### config.mk
export PLATFORM = sky130hd
export DESIGN_NAME = mem_access_ctrl
export DESIGN_NICKNAME = d
export VERILOG_FILES = /design/src/rtl/mem_ctrl_pkg.sv /design/src/rtl/load_filter.sv /design/src/rtl/mem_access_ctrl.sv
export SDC_FILE = /design/constraint.sdc
export NUM_CORES = 1
export LEC_CHECK = 0
export ABC_AREA = 0
export BUFFER_PORTS_ARGS = -buffer_cell sky130_fd_sc_hd__buf_2
export CAP_MARGIN = 15
export CORE_UTILIZATION = 30
export DETAILED_ROUTE_END_ITERATION = 8
export GPL_TIMING_DRIVEN = 0
export REMOVE_ABC_BUFFERS = 1
export SYNTH_ARGS = -nofsm -noshare
export SYNTH_HDL_FRONTEND = slang
export SYNTH_SLANG_ARGS = --single-unit
### constraint.sdc
create_clock -name i_clk -period 2 [get_ports i_clk]
set_input_delay 0.1 -clock i_clk [delete_from_list [all_inputs] [get_ports i_clk]]
set_output_delay 0.1 -clock i_clk [all_outputs]
set_load 0.01 [all_outputs]
### src/rtl/mem_ctrl_pkg.sv
// Shared encodings for the MEM-stage access controller: access widths,
// FSM states and the default ack timeout.
package mem_ctrl_pkg;
  localparam logic [1:0] WIDTH_BYTE = 2'b00;
  localparam logic [1:0] WIDTH_HALF = 2'b01;
  localparam logic [1:0] WIDTH_WORD = 2'b11;

  localparam int DEFAULT_TIMEOUT_CYCLES = 255;

  typedef enum logic {
    ST_IDLE = 1'b0,
    ST_REQ  = 1'b1
  } state_e;
endpackage

### src/rtl/load_filter.sv
// Picks the addressed byte/half out of a little-endian read word and
// sign- or zero-extends it; word accesses pass straight through.
module load_filter
  import mem_ctrl_pkg::*;
(
  input  logic [31:0] i_rdata,
  input  logic [1:0]  i_addr,
  input  logic [1:0]  i_width,
  input  logic        i_unsigned,
  output logic [31:0] o_data
);
  logic [7:0]  byte_sel;
  logic [15:0] half_sel;

  always_comb begin
    case (i_addr)
      2'd0:    byte_sel = i_rdata[7:0];
      2'd1:    byte_sel = i_rdata[15:8];
      2'd2:    byte_sel = i_rdata[23:16];
      default: byte_sel = i_rdata[31:24];
    endcase
    half_sel = i_addr[1] ? i_rdata[31:16] : i_rdata[15:0];
    case (i_width)
      WIDTH_BYTE: o_data = {{24{byte_sel[7] & ~i_unsigned}}, byte_sel};
      WIDTH_HALF: o_data = {{16{half_sel[15] & ~i_unsigned}}, half_sel};
      default:    o_data = i_rdata;
    endcase
  end
endmodule

### src/rtl/mem_access_ctrl.sv
// MEM-stage controller: accepts one LUI/load/store from EX/MEM, runs the
// data-memory req/ack handshake, and registers the writeback value.
module mem_access_ctrl
  import mem_ctrl_pkg::*;
#(
  parameter int BITS_SIZE      = 32,
  parameter int TIMEOUT_CYCLES = DEFAULT_TIMEOUT_CYCLES
) (
  input  logic                 i_clk,
  input  logic                 i_reset,
  input  logic                 i_valid,
  input  logic                 i_lui,
  input  logic                 i_mem_read,
  input  logic                 i_mem_write,
  input  logic [1:0]           i_width,
  input  logic                 i_unsigned,
  input  logic [BITS_SIZE-1:0] i_addr,
  input  logic [BITS_SIZE-1:0] i_wdata,
  input  logic [BITS_SIZE-1:0] i_extension,
  output logic                 o_stall,
  output logic                 o_mem_req,
  output logic                 o_mem_we,
  output logic [BITS_SIZE-1:0] o_mem_addr,
  output logic [3:0]           o_mem_be,
  output logic [BITS_SIZE-1:0] o_mem_wdata,
  input  logic                 i_mem_ack,
  input  logic [BITS_SIZE-1:0] i_mem_rdata,
  output logic [BITS_SIZE-1:0] o_result,
  output logic                 o_result_valid,
  output logic                 o_misaligned,
  output logic                 o_timeout
);
  localparam int CW = $clog2(TIMEOUT_CYCLES + 1);

  state_e               state_q, state_d;
  logic [CW-1:0]        cnt_q, cnt_d;
  logic [BITS_SIZE-1:0] addr_q, addr_d, wdata_q, wdata_d, result_q, result_d;
  logic [1:0]           width_q, width_d;
  logic                 uns_q, uns_d, we_q, we_d;
  logic [3:0]           be_q, be_d;
  logic                 rv_q, rv_d, mis_q, mis_d, tmo_q, tmo_d;

  logic                 mem_op, misaligned, accept, in_req, last_wait;
  logic [BITS_SIZE-1:0] load_data;

  assign mem_op     = i_mem_read | i_mem_write;
  assign misaligned = ((i_width == WIDTH_HALF) & i_addr[0]) | (i_width[1] & (|i_addr[1:0]));
  assign accept     = (state_q == ST_IDLE) & i_valid & ~i_lui & mem_op & ~misaligned;
  assign in_req     = (state_q == ST_REQ);
  assign last_wait  = (cnt_q == CW'(TIMEOUT_CYCLES - 1));

  // Low in the ack/timeout cycle so the pipeline advances on that edge.
  assign o_stall = accept | (in_req & ~i_mem_ack & ~last_wait);

  load_filter u_load_filter (
    .i_rdata    (i_mem_rdata),
    .i_addr     (addr_q[1:0]),
    .i_width    (width_q),
    .i_unsigned (uns_q),
    .o_data     (load_data)
  );

  always_comb begin
    state_d  = state_q;
    cnt_d    = cnt_q;
    addr_d   = addr_q;
    wdata_d  = wdata_q;
    width_d  = width_q;
    uns_d    = uns_q;
    we_d     = we_q;
    be_d     = be_q;
    result_d = result_q;
    rv_d     = 1'b0;
    mis_d    = 1'b0;
    tmo_d    = 1'b0;
    case (state_q)
      ST_IDLE: begin
        if (i_valid) begin
          if (i_lui) begin
            result_d = i_extension;
            rv_d     = 1'b1;
          end else if (mem_op && misaligned) begin
            mis_d = 1'b1;
          end else if (mem_op) begin
            state_d = ST_REQ;
            cnt_d   = '0;
            addr_d  = i_addr;
            width_d = i_width;
            uns_d   = i_unsigned;
            we_d    = ~i_mem_read;  // read wins when both are set
            case (i_width)
              WIDTH_BYTE: begin
                be_d    = 4'b0001 << i_addr[1:0];
                wdata_d = {4{i_wdata[7:0]}};
              end
              WIDTH_HALF: begin
                be_d    = 4'b0011 << i_addr[1:0];
                wdata_d = {2{i_wdata[15:0]}};
              end
              default: begin
                be_d    = 4'b1111;
                wdata_d = i_wdata;
              end
            endcase
          end
        end
      end
      default: begin
        if (i_mem_ack) begin
          state_d = ST_IDLE;
          if (!we_q) begin
            result_d = load_data;
            rv_d     = 1'b1;
          end
        end else if (last_wait) begin
          state_d = ST_IDLE;
          tmo_d   = 1'b1;
        end else begin
          cnt_d = cnt_q + CW'(1);
        end
      end
    endcase
  end

  always_ff @(posedge i_clk or negedge i_reset) begin
    if (!i_reset) begin
      state_q  <= ST_IDLE;
      cnt_q    <= '0;
      addr_q   <= '0;
      wdata_q  <= '0;
      width_q  <= '0;
      uns_q    <= 1'b0;
      we_q     <= 1'b0;
      be_q     <= '0;
      result_q <= '0;
      rv_q     <= 1'b0;
      mis_q    <= 1'b0;
      tmo_q    <= 1'b0;
    end else begin
      state_q  <= state_d;
      cnt_q    <= cnt_d;
      addr_q   <= addr_d;
      wdata_q  <= wdata_d;
      width_q  <= width_d;
      uns_q    <= uns_d;
      we_q     <= we_d;
      be_q     <= be_d;
      result_q <= result_d;
      rv_q     <= rv_d;
      mis_q    <= mis_d;
      tmo_q    <= tmo_d;
    end
  end

  assign o_mem_req      = in_req;
  assign o_mem_we       = we_q;
  assign o_mem_addr     = {addr_q[BITS_SIZE-1:2], 2'b00};
  assign o_mem_be       = be_q;
  assign o_mem_wdata    = wdata_q;
  assign o_result       = result_q;
  assign o_result_valid = rv_q;
  assign o_misaligned   = mis_q;
  assign o_timeout      = tmo_q;
endmodule
==> results of run 1 <==
-- state kept, by name (all words and copies together), names as in the netlist --
name            count
o_result           32
o_mem_be            4
o_mem_we            1
o_result_valid      1
o_mem_req           1
o_mem_wdata        32
width_q             2
cnt_q               8
addr_q             32
uns_q               1
o_misaligned        1
o_timeout           1
-- power breakdown --
part	internal, W	leakage, nW	switching (W)
clock	0.00182	0.290	0.00124
combinational	0.00118	2.65	0.00122
sequential	0.00287	1.40	0.000361
total	0.00587	4.33	0.00282
-- routing by layer --
layer / vias up / routed length, µm / share of wire
met5: - / 0 / 0
met4: 0 / 204 / 0.010
met3: 11 / 1430 / 0.071
met2: 227 / 9970 / 0.49
met1: 2710 / 8620 / 0.43
li1: 2737 / - / -
-- path summary, 6_finish.rpt --
| path | startpoint | endpoint | depth (start not counted) | slack, ns |
|---|---|---|---|---|
| max reg2reg | o_mem_req | o_mem_be[1] | 5 | 0.10 |
| min in group asynchronous | i_reset | o_result[8] | 2 | 0.16 |
| min | i_wdata[20] | o_mem_wdata[20] | 3 | 0.02 |
| min reg2reg | o_result[12] | o_result[12] | 2 | 0.48 |
| max in group asynchronous | i_reset | addr_q[3] | 3 | 1.09 |
| max | o_mem_req | o_stall | 5 | 0.09 |
-- worst max-delay path: stages, from the launching register on --
cell and delay, ns:
dfrtp_4 0.53, nor3b_4 0.29, nand4_4 0.17, buf_12 0.23, nand2_2 0.06, buf_6 0.10
-- cells in the mapped netlist, types with 4 or more instances --
master    instances  area share
nand2b_1          5      0.0051
a21oi_1          29       0.024
o221ai_1          6      0.0085
nand2_1          74       0.045
mux2_2           41       0.075
nor2b_1          14       0.014
inv_1             6      0.0037
clkbuf_1         20       0.012
o21ai_0          48       0.039
buf_2            18       0.015
and3_1            7      0.0071
buf_4            33       0.040
nor2_1           35       0.021
o211ai_1          5      0.0061
a211oi_2         10       0.020
dfrtp_1         116        0.47
a211oi_1          8      0.0098
nand3_1           4      0.0033
nor3_1           18       0.015
and3b_1           8       0.011
o21ai_1           4      0.0033
mux2i_1          38       0.062
nand3b_1          7      0.0085
-- what timing repair did --
item                                   CTS  global route
setup endpoints to repair              115            35
cloned                                   2             2
pin swaps                                3             1
hold buffers                           101             0
endpoints found under the hold margin  122             0
resized for setup                       13             8
buffers inserted                         7             5
-- final cells by class --
| cell class | count | area (µm²) | share of cell area |
|---|---|---|---|
| inverter | 8 | 36.3 | 0.00395 |
| sequential | 116 | 2920 | 0.317 |
| clock inverter | 13 | 139 | 0.0151 |
| tap | 270 | 338 | 0.0367 |
| timing repair buffer | 358 | 2460 | 0.268 |
| multi-input combinational | 408 | 2850 | 0.310 |
| antenna | 2 | 5.00 | 0.000544 |
| clock buffer | 19 | 453 | 0.0493 |
-- cell families after synthesis --
| logic type | after synthesis | synth area share |
|---|---|---|
| flops | 116 | 0.472 |
| mux | 80 | 0.140 |
| xor+xnor | 1 | 0.00142 |
| simple gates | 192 | 0.163 |
| other cells | 1 | 0.000609 |
| compound gates | 129 | 0.140 |
| fa+ha+maj | 2 | 0.00407 |
| buf+inv | 83 | 0.0783 |
-- through the flow --
step,worst slack (ns),power [W],hold WS [ns],TNS [ns]
6_report,0.0938,0.00869,0.0209,0
4_1_cts,0.000425,0.00878,0.000548,0
2_1_floorplan,-0.756,0.00437,-0.196,-49.16
3_3_place_gp,-1.74,0.00535,0.306,-255.35
5_1_grt,0.00393,0.00919,0.0265,0
3_5_place_dp,-0.906,0.00540,0.0201,-64.98
==> run_results.csv, run 1 <==
group,metric,value,unit
status,status,"finished, final reports clean",
worst_setup_path,critPathKind,"reg -> out",
route,avgRoutedWirePerCell,16.9,µm
global_routing,busiest_layer,"met2",
finish,utilization,0.456,
finish,area_delta_synth_final,49.4,%
die,pin_count,244,
placement,io_buffers,241,
route,drc,0,
timing,finalSetupViolCount,0,
worst_hold_path,min_path_type,"in -> reg",
timing,finalMaxSlewViolations,0,
timing,max_freq,0.525,GHz
worst_setup_path,worstSetupStartpointType,"flop",
route,vias_per_cell,4.76,
finish,layout_commonest_cell,"buf_2",
clock_tree,cts_max_level,4,
global_routing,grt_pass1_wl,31400,µm
worst_setup_path,cp.required,1.90,ns
route,routed_wl,20200,µm
timing,max_slew.worst_pin.slew,0.837,ns
die,start_util,0.305,
timing,slew_headroom,0.438,
synth,synth_edf_count,0,
die,num_rows,52,
clock_tree,cts-root-buf,"clkbuf_16",
die,die_h,145,µm
finish,nFillCells,1934,
placement,dp_cells,1043,
clock_tree,cts-buffers-inserted,17,
timing,fin_crit_sh,0.953,
global_routing,grt_pass1_vias,5726,
pwr,leakagePower,4.33,nW
global_routing,met1_usage,0.240,
timing,hold_viol_final,0,
finish,final_cell_mix,"buf_2, dfrtp_1, dlygate4sd3_1",
route,first_pass_iters,4,
clock_tree,tritoncts,"yes",
worst_setup_path,worstPathArrival,1.81,ns
global_routing,grt_overflow,0,
global_routing,antenna_found_initial,2,
worst_setup_path,critPathMaxFanout,13,
synth,synth-warning-count,0,
route,vias,5685,
route,postRouteAntennaNets,0,
placement,hpwl,12400,µm
global_routing,grt_max_degree,85,
synth,yosysSeqAreaShare,0.472,
synth,ys_ff_latch,116,
placement,dpl_cell_area,7310,µm²
clock_tree,cts_buffer_depth,2,
clock_tree,clock_sinks,116,
synth,syn_area,6150,µm²
synth,syn_inst,604,
finish,finalNonFillerCells,1194,
finish,nets,1049,
clock_tree,clk_pin_slew,0.06,ns
placement,place.gp.congestion,0.812,
pwr,power.density,945,nW/µm²
route,first_iter_violations,227,
die,die_x,145,µm
flow_run,maxCapViolCount,0,
timing,fin_skew,0.00707,ns
global_routing,gr-usage-met3,0.0547,
synth,ys_types,62,
timing,rsz0062_at_grt,"false",
die,coreArea,20200,µm²
worst_setup_path,setup.worst_path.end_class,"output pin",
timing,min_period,1.91,ns
pwr,irDropWorstVdd,562,µV
synth,ys.flop_type,"dfrtp_1",
global_routing,grtUsageMet2,0.321,
finish,drive_gt1_frac,0.399,
global_routing,grtUsageTotal,0.191,
finish,final_cell_area,9190,µm²
synth,avgSynthCellArea,10.2,µm²
synth,synthArstFlopShare,1.00,
die,die_area,21100,µm²
clock_tree,insertion_delay,0.41,ns
(Power assumes the default switching activity.)
==> run 2, diff against run 1 <==
--- a/config.mk
+++ b/config.mk
@@ -10,2 +10,3 @@
 export CAP_MARGIN = 15
+export CORE_MARGIN = 1
 export CORE_UTILIZATION = 30
@@ -16,2 +17,3 @@
 export SYNTH_HDL_FRONTEND = slang
+export SYNTH_HIERARCHICAL = 1
 export SYNTH_SLANG_ARGS = --single-unit
--- a/constraint.sdc
+++ b/constraint.sdc
@@ -3,2 +3,2 @@
 set_output_delay 0.1 -clock i_clk [all_outputs]
-set_load 0.01 [all_outputs]
+set_load 0.1 [all_outputs]
==> run 2 against run 1 <==
The run now ends with negative hold slack, negative setup slack left; sequential power rose by 1%; via count up 4.1%; critical path type is now reg -> reg; first-iteration DRC count grew 27%; largest cell class unchanged; register-to-register slack got worse by 0.11 ns; final cell count grew 5.1%; flip-flop and latch count did not move.
==> run_results.csv, run 2 <==
group,metric,value,unit
global_routing,grtUsageTotal,0.187,
synth,synth.most_common_cell,"nand2_1",
worst_hold_path,worstHoldStart,"i_extension[19]",
worst_setup_path,worstSetupStartpointType,"flop",
clock_tree,cts-root-buf,"clkbuf_16",
placement,dp_cells,1122,
finish,utilization,0.446,
placement,place.gp.congestion,0.791,
timing,rsz0062_at_grt,"true",
route,first_pass_iters,5,
timing,min_period,2.01,ns
synth,yosys-top-cells-count,"nand2_1, dfrtp_1, mux2i_1",
route,drc,0,
clock_tree,cts_max_level,4,
synth,ys_top_cells_by_area,"dfrtp_1, nand2_1, mux2i_1, buf_4, a21oi_1",
timing,max_freq,0.498,GHz
synth,ys.flop_type,"dfrtp_1",
status,status,"finished, violations left",
finish,final_cell_mix,"buf_2, nand2_1, dfrtp_1",
finish,num_antenna_cells,0,
finish,seq_area,2920,µm²
pwr,totalPowerFinal,0.0124,W
synth,ys_ff_latch,116,
finish,nFillCells,1958,
die,coreArea,20300,µm²
synth,synth.top_cell.area_share,0.467,
route,routed_wl,19900,µm
worst_setup_path,critPathMaxFanout,20,
synth,avgSynthCellArea,9.07,µm²
die,start_util,0.306,
worst_setup_path,crit_buf_inv,0,
synth,syn_area,6210,µm²
finish,multiInputGateArea,2880,µm²
die,die_area,21300,µm²
worst_setup_path,reg2reg_depth,5,
synth,synth_edf_count,0,
synth,synthSimpleGateAreaFrac,0.177,
die,num_rows,52,
route,vias_per_cell,4.72,
route,vias,5918,
worst_setup_path,worstPathArrival,2.35,ns
worst_setup_path,cp_slowest_cell,"dfrtp_4",
clock_tree,insertion_delay,0.42,ns
synth,synth_compound_area_frac,0.148,
worst_hold_path,min_path_type,"in -> reg",
placement,hpwl,12700,µm
clock_tree,cts_buffer_depth,2,
synth,syn_inst,685,
worst_setup_path,cpPeakStageDelay,0.60,ns
finish,area_delta_synth_final,45.7,%
synth,synth_top_family_by_area,"simple AND/OR/NAND/NOR gates",
worst_setup_path,crit_chain,"or2_4, or3_4, o211ai_1, mux2i_1, a21oi_1",
synth,ys_types,48,
pwr,power.density,1370,nW/µm²
die,pin_count,244,
placement,io_buffers,241,
global_routing,grt_pass1_wl,31100,µm
timing,finalMaxSlewViolations,0,
synth,synthAdderAreaFrac,0.00403,
route,first_iter_violations,289,
finish,drive_gt1_frac,0.328,
timing,finalWorstSetupSlack,-0.00735,ns
pwr,power_frac_seq,0.263,
global_routing,grt_overflow,0,
timing,fin_crit_sh,1.00,
route,postRouteAntennaNets,0,
flow_run,maxCapViolCount,0,
finish,finalNonFillerCells,1255,
die,die_x,146,µm
synth,yosysSeqAreaShare,0.467,
synth,synthArstFlopShare,1.00,
pwr,p_sw_frac,0.528,
pwr,leakagePower,4.39,nW
timing,timing.hold.ws,-0.00625,ns
finish,nets,1112,
synth,yosys.area.top_type,"dfrtp_1",
worst_hold_path,holdPathStages,3,
clock_tree,tritoncts,"yes",
clock_tree,cts-buffers-inserted,17,
timing,hold_viol_final,1,
global_routing,grt_max_degree,92,
worst_setup_path,r2r_start,"width_q[1]",
global_routing,antenna_found_initial,0,
synth,synth_xor_area_frac,0.00141,
worst_setup_path,reg2reg_slack,-0.007,ns
synth,muxShareOfSynthArea,0.118,
global_routing,grt_pass1_vias,6065,
worst_hold_path,min_to,"o_result[19]",
worst_setup_path,setup.worst_path.end_class,"flop",
worst_setup_path,critPathKind,"reg -> reg",
pwr,p_clk_frac,0.240,
pwr,irDropWorstVdd,798,µV
timing,finalSetupViolCount,1,
timing,fin_skew,0.00637,ns
die,die_h,146,µm
worst_setup_path,cpLargestDelayFamily,"simple AND/OR/NAND/NOR gates",
clock_tree,clk_pin_slew,0.06,ns
status,violations,"negative hold slack, negative setup slack",
placement,dpl_cell_area,7420,µm²
synth,synth-warning-count,6,
pwr,power_frac_comb,0.497,
worst_setup_path,cp.required,2.34,ns
worst_setup_path,rr_endpoint,"o_result[17]",
clock_tree,clock_sinks,116,
timing,max_slew.worst_pin.slew,0.769,ns
timing,slew_headroom,0.487,
finish,final_cell_area,9050,µm²
pwr,p_switching,0.00658,W
finish,layout_commonest_cell,"buf_2",
pwr,internal_power,0.00587,W
route,avgRoutedWirePerCell,15.8,µm
==> run 2: cell type report <==
class	instances	area share
flip-flops and latches	116	0.322
well taps	270	0.0373
repair buffers	346	0.257
clock buffers	17	0.0470
multi-input cells	486	0.318
inverters	5	0.00207
clock inverters	15	0.0164
==> run 2: power by group through the flow <==
stage          combinational (W)  sequential, W  clock [W]
2_1_floorplan            0.00115        0.00684          0
3_3_place_gp             0.00584        0.00331          0
3_5_place_dp             0.00592        0.00330          0
4_1_cts                  0.00617        0.00326    0.00307
5_1_grt                  0.00647        0.00335    0.00316
6_report                 0.00619        0.00327    0.00298
==> run 2: worst min-delay path, delay by kind of cell <==
| family | cells | cell delay [ns] |
|---|---|---|
| AOI/OAI and AO/OA | 1 | 0.12 |
| buffers and inverters | 1 | 0.08 |
| muxes | 1 | 0.07 |
==> run 2: how the worst max path moves through the flow <==
stage,from,endpoint,slack (ns),depth (start not counted)
2_1_floorplan,o_mem_req,o_result[0],-2.76,3
3_3_place_gp,o_mem_req,o_result[15],-3.93,3
3_5_place_dp,width_q[1],o_result[17],-1.65,5
4_1_cts,width_q[1],o_result[17],0.008,5
5_1_grt,width_q[1],o_result[17],-0.04,5
6_report,width_q[1],o_result[17],-0.007,5
==> run 2: logic make-up after synthesis <==
kind of cell / Yosys count
flip-flops: 116
other: 1
AO/OA/AOI/OAI: 136
AND/OR/NAND/NOR: 270
adder cells (fa/ha/maj): 2
multiplexers: 73
buffers and inverters: 86
XOR/XNOR: 1
==> run 2: what timing repair did <==
action | CTS | global route
gates cloned | 1 | 1
gates resized for setup | 15 | 7
hold buffers | 91 | 0
pin swaps | 5 | 3
setup endpoints to repair | 39 | 16
setup buffers | 7 | 1
endpoints found under the hold margin | 207 | 0
==> run 2: layer usage <==
layer	global-route usage	vias up	wire length, µm
met2	0.329	236	9810
met5	0	-	0
li1	-	2871	-
met4	0.0626	0	351
met3	0.0483	22	1380
met1	0.220	2789	8320
==> run 2: stage by stage <==
stage / setup slack, ns / setup TNS (ns) / hold slack (ns)
global placement: -3.93 / -446.09 / 0.288
finish: -0.00735 / -0.00735 / -0.00625
CTS: 0.00765 / 0 / 0.00159
detailed placement: -1.65 / -39.14 / -0.0133
global route: -0.0401 / -0.0946 / 0.0167
floorplan: -2.76 / -250.25 / -0.196
==> run 3, diff against run 2 <==
Settings changed: SYNTH_HIERARCHICAL 1 to unset.
==> run 3 against run 2 <==
Die area is 0.94% lower; final cell count is 4.8% lower; final area is 1.7% higher; non-clock buffer count is 13 higher; setup slack better by 0.10 ns; critical path depth stayed put; total power is 2.6% lower; count of clock-buffer cells in the layout is 2 higher; the flow now finishes without violations.
==> run_results.csv, run 3 (synthesized netlist as in run 1, its figures left out) <==
group,metric,value,unit
worst_setup_path,cpLargestDelayFamily,"simple AND/OR/NAND/NOR gates",
die,die_area,21100,µm²
route,first_iter_violations,216,
worst_setup_path,critPathMaxFanout,10,
placement,place.gp.congestion,0.812,
placement,dp_slack,-0.943,ns
timing,setup-tns-final,0,ns
route,postRouteAntennaNets,0,
die,num_rows,52,
clock_tree,tritoncts,"yes",
global_routing,grt_pass1_vias,5713,
clock_tree,cts_buffer_depth,2,
die,pin_count,244,
finish,final_cell_mix,"buf_2, dfrtp_1, dlygate4sd3_1",
timing,rsz0062_at_grt,"false",
route,avgRoutedWirePerCell,17.0,µm
worst_setup_path,cp.required,2.29,ns
worst_setup_path,critPathKind,"reg -> reg",
timing,max_slew.worst_pin.slew,0.780,ns
pwr,p_sw_frac,0.516,
timing,finalWorstSetupSlack,0.0954,ns
pwr,power_frac_seq,0.267,
placement,io_buffers,241,
placement,hpwl,12400,µm
route,routed_wl,20300,µm
finish,nets,1050,
global_routing,antenna_found_initial,2,
worst_hold_path,worstHoldStart,"i_extension[18]",
clock_tree,clock_sinks,116,
route,drc,0,
timing,finalMaxSlewViolations,0,
timing,min_period,1.90,ns
pwr,leakagePower,4.33,nW
worst_setup_path,crit_chain,"nor3b_4, buf_6, nand2_2, or2_0, a221o_1",
finish,drive_gt1_frac,0.400,
clock_tree,clk_pin_slew,0.06,ns
worst_setup_path,r2r_start,"o_mem_req",
pwr,power.density,1320,nW/µm²
finish,nFillCells,1938,
route,first_pass_iters,4,
timing,finalSetupViolCount,0,
route,vias,5673,
timing,max_freq,0.525,GHz
global_routing,grtUsageTotal,0.191,
worst_setup_path,setup.worst_path.end_class,"flop",
pwr,power_frac_comb,0.480,
worst_setup_path,cp_slowest_cell,"dfrtp_4",
route,vias_per_cell,4.75,
status,status,"finished, final reports clean",
global_routing,grt_pass1_wl,31400,µm
die,die_h,145,µm
pwr,p_switching,0.00625,W
worst_setup_path,cpPeakStageDelay,0.54,ns
clock_tree,insertion_delay,0.41,ns
die,coreArea,20200,µm²
finish,layout_commonest_cell,"buf_2",
die,start_util,0.305,
pwr,internal_power,0.00587,W
global_routing,grt_overflow,0,
clock_tree,cts_max_level,4,
pwr,irDropWorstVdd,825,µV
flow_run,maxCapViolCount,0,
worst_setup_path,crit_buf_inv,1,
worst_hold_path,min_path_type,"in -> reg",
timing,hold_viol_final,0,
finish,area_delta_synth_final,49.6,%
worst_setup_path,crit_start,"o_mem_req",
clock_tree,cts-buffers-inserted,17,
timing,slew_headroom,0.479,
worst_setup_path,worstSetupStartpointType,"flop",
global_routing,grt_max_degree,85,
pwr,p_clk_frac,0.253,
timing,fin_crit_sh,0.952,
die,die_x,145,µm
clock_tree,cts-root-buf,"clkbuf_16",
timing,fin_skew,0.00600,ns
worst_setup_path,worstPathArrival,2.19,ns
-- run 3: cell types whose count changed in the layout (fill, tap and decap cells not counted), sizes merged, moves of 17 or more --
cell	change
a211oi	+18
nand2	-116
mux2i	-33
a21oi	-17
mux2	+39
-- run 3: layout make-up --
class                   instances  area, µm²  area share
well taps                     270        338      0.0367
inverters                       8       35.0     0.00380
flip-flops and latches        116       2920       0.317
diodes                          2       5.00    0.000544
clock buffers                  19        453      0.0492
clock inverters                13        139      0.0151
repair buffers                359       2470       0.268
multi-input cells             408       2860       0.310
-- run 3: final timing paths --
path	slack [ns]	cells after the start	end
setup / recovery	0.1	5	o_mem_be[1]
hold / removal	0.02	3	o_result[18]
setup reg to reg	0.1	5	o_mem_be[1]
hold reg to reg	0.48	2	o_mem_wdata[23]
max in group asynchronous	1.09	3	addr_q[3]
min in group asynchronous	0.15	2	o_result[8]
-- run 3: power by group through the flow --
stage               Sequential, W  Combinational [W]  Clock (W)
finish                    0.00323            0.00582    0.00307
global route              0.00331            0.00604    0.00327
CTS                       0.00325            0.00577    0.00318
detailed placement        0.00331            0.00551          0
global placement          0.00329            0.00548          0
floorplan                 0.00679           0.000933          0
-- run 3: timing repair --
action                                 4_1_cts  5_1_grt
gates resized for setup                     14       11
gates cloned                                 2        2
pin swaps                                    3        1
endpoints found under the hold margin      122        0
hold buffers                               101        0
setup buffers                                7        6
setup endpoints to repair                  116       46
-- run 3: tightest hold or removal path: stages --
cell and delay (ns):
buf_2 0.08, nor3_1 0.04, a211oi_1 0.16
-- run 3: through the flow --
| step | total power (W) | area [µm²] | hold slack (ns) | instances | util |
|---|---|---|---|---|---|
| 2_1_floorplan | 0.00772 | 5710 | -0.196 | 530 | - |
| 3_3_place_gp | 0.00877 | 7250 | 0.306 | 1041 | 0.359 |
| 3_5_place_dp | 0.00882 | 7310 | 0.0201 | 1043 | 0.362 |
| 4_1_cts | 0.0122 | 9060 | 0.000548 | 1185 | 0.449 |
| 5_1_grt | 0.0126 | 9210 | 0.0265 | 1195 | 0.457 |
| 6_report | 0.0121 | 9210 | 0.0207 | 1195 | 0.457 |
-- run 3: layer usage --
| layer | routed length (µm) | track usage | vias up |
|---|---|---|---|
| li1 | - | - | 2734 |
| met1 | 8780 | 0.241 | 2713 |
| met2 | 10000 | 0.322 | 215 |
| met3 | 1330 | 0.0538 | 11 |
| met4 | 163 | 0.0426 | 0 |
| met5 | 0 | 0 | - |
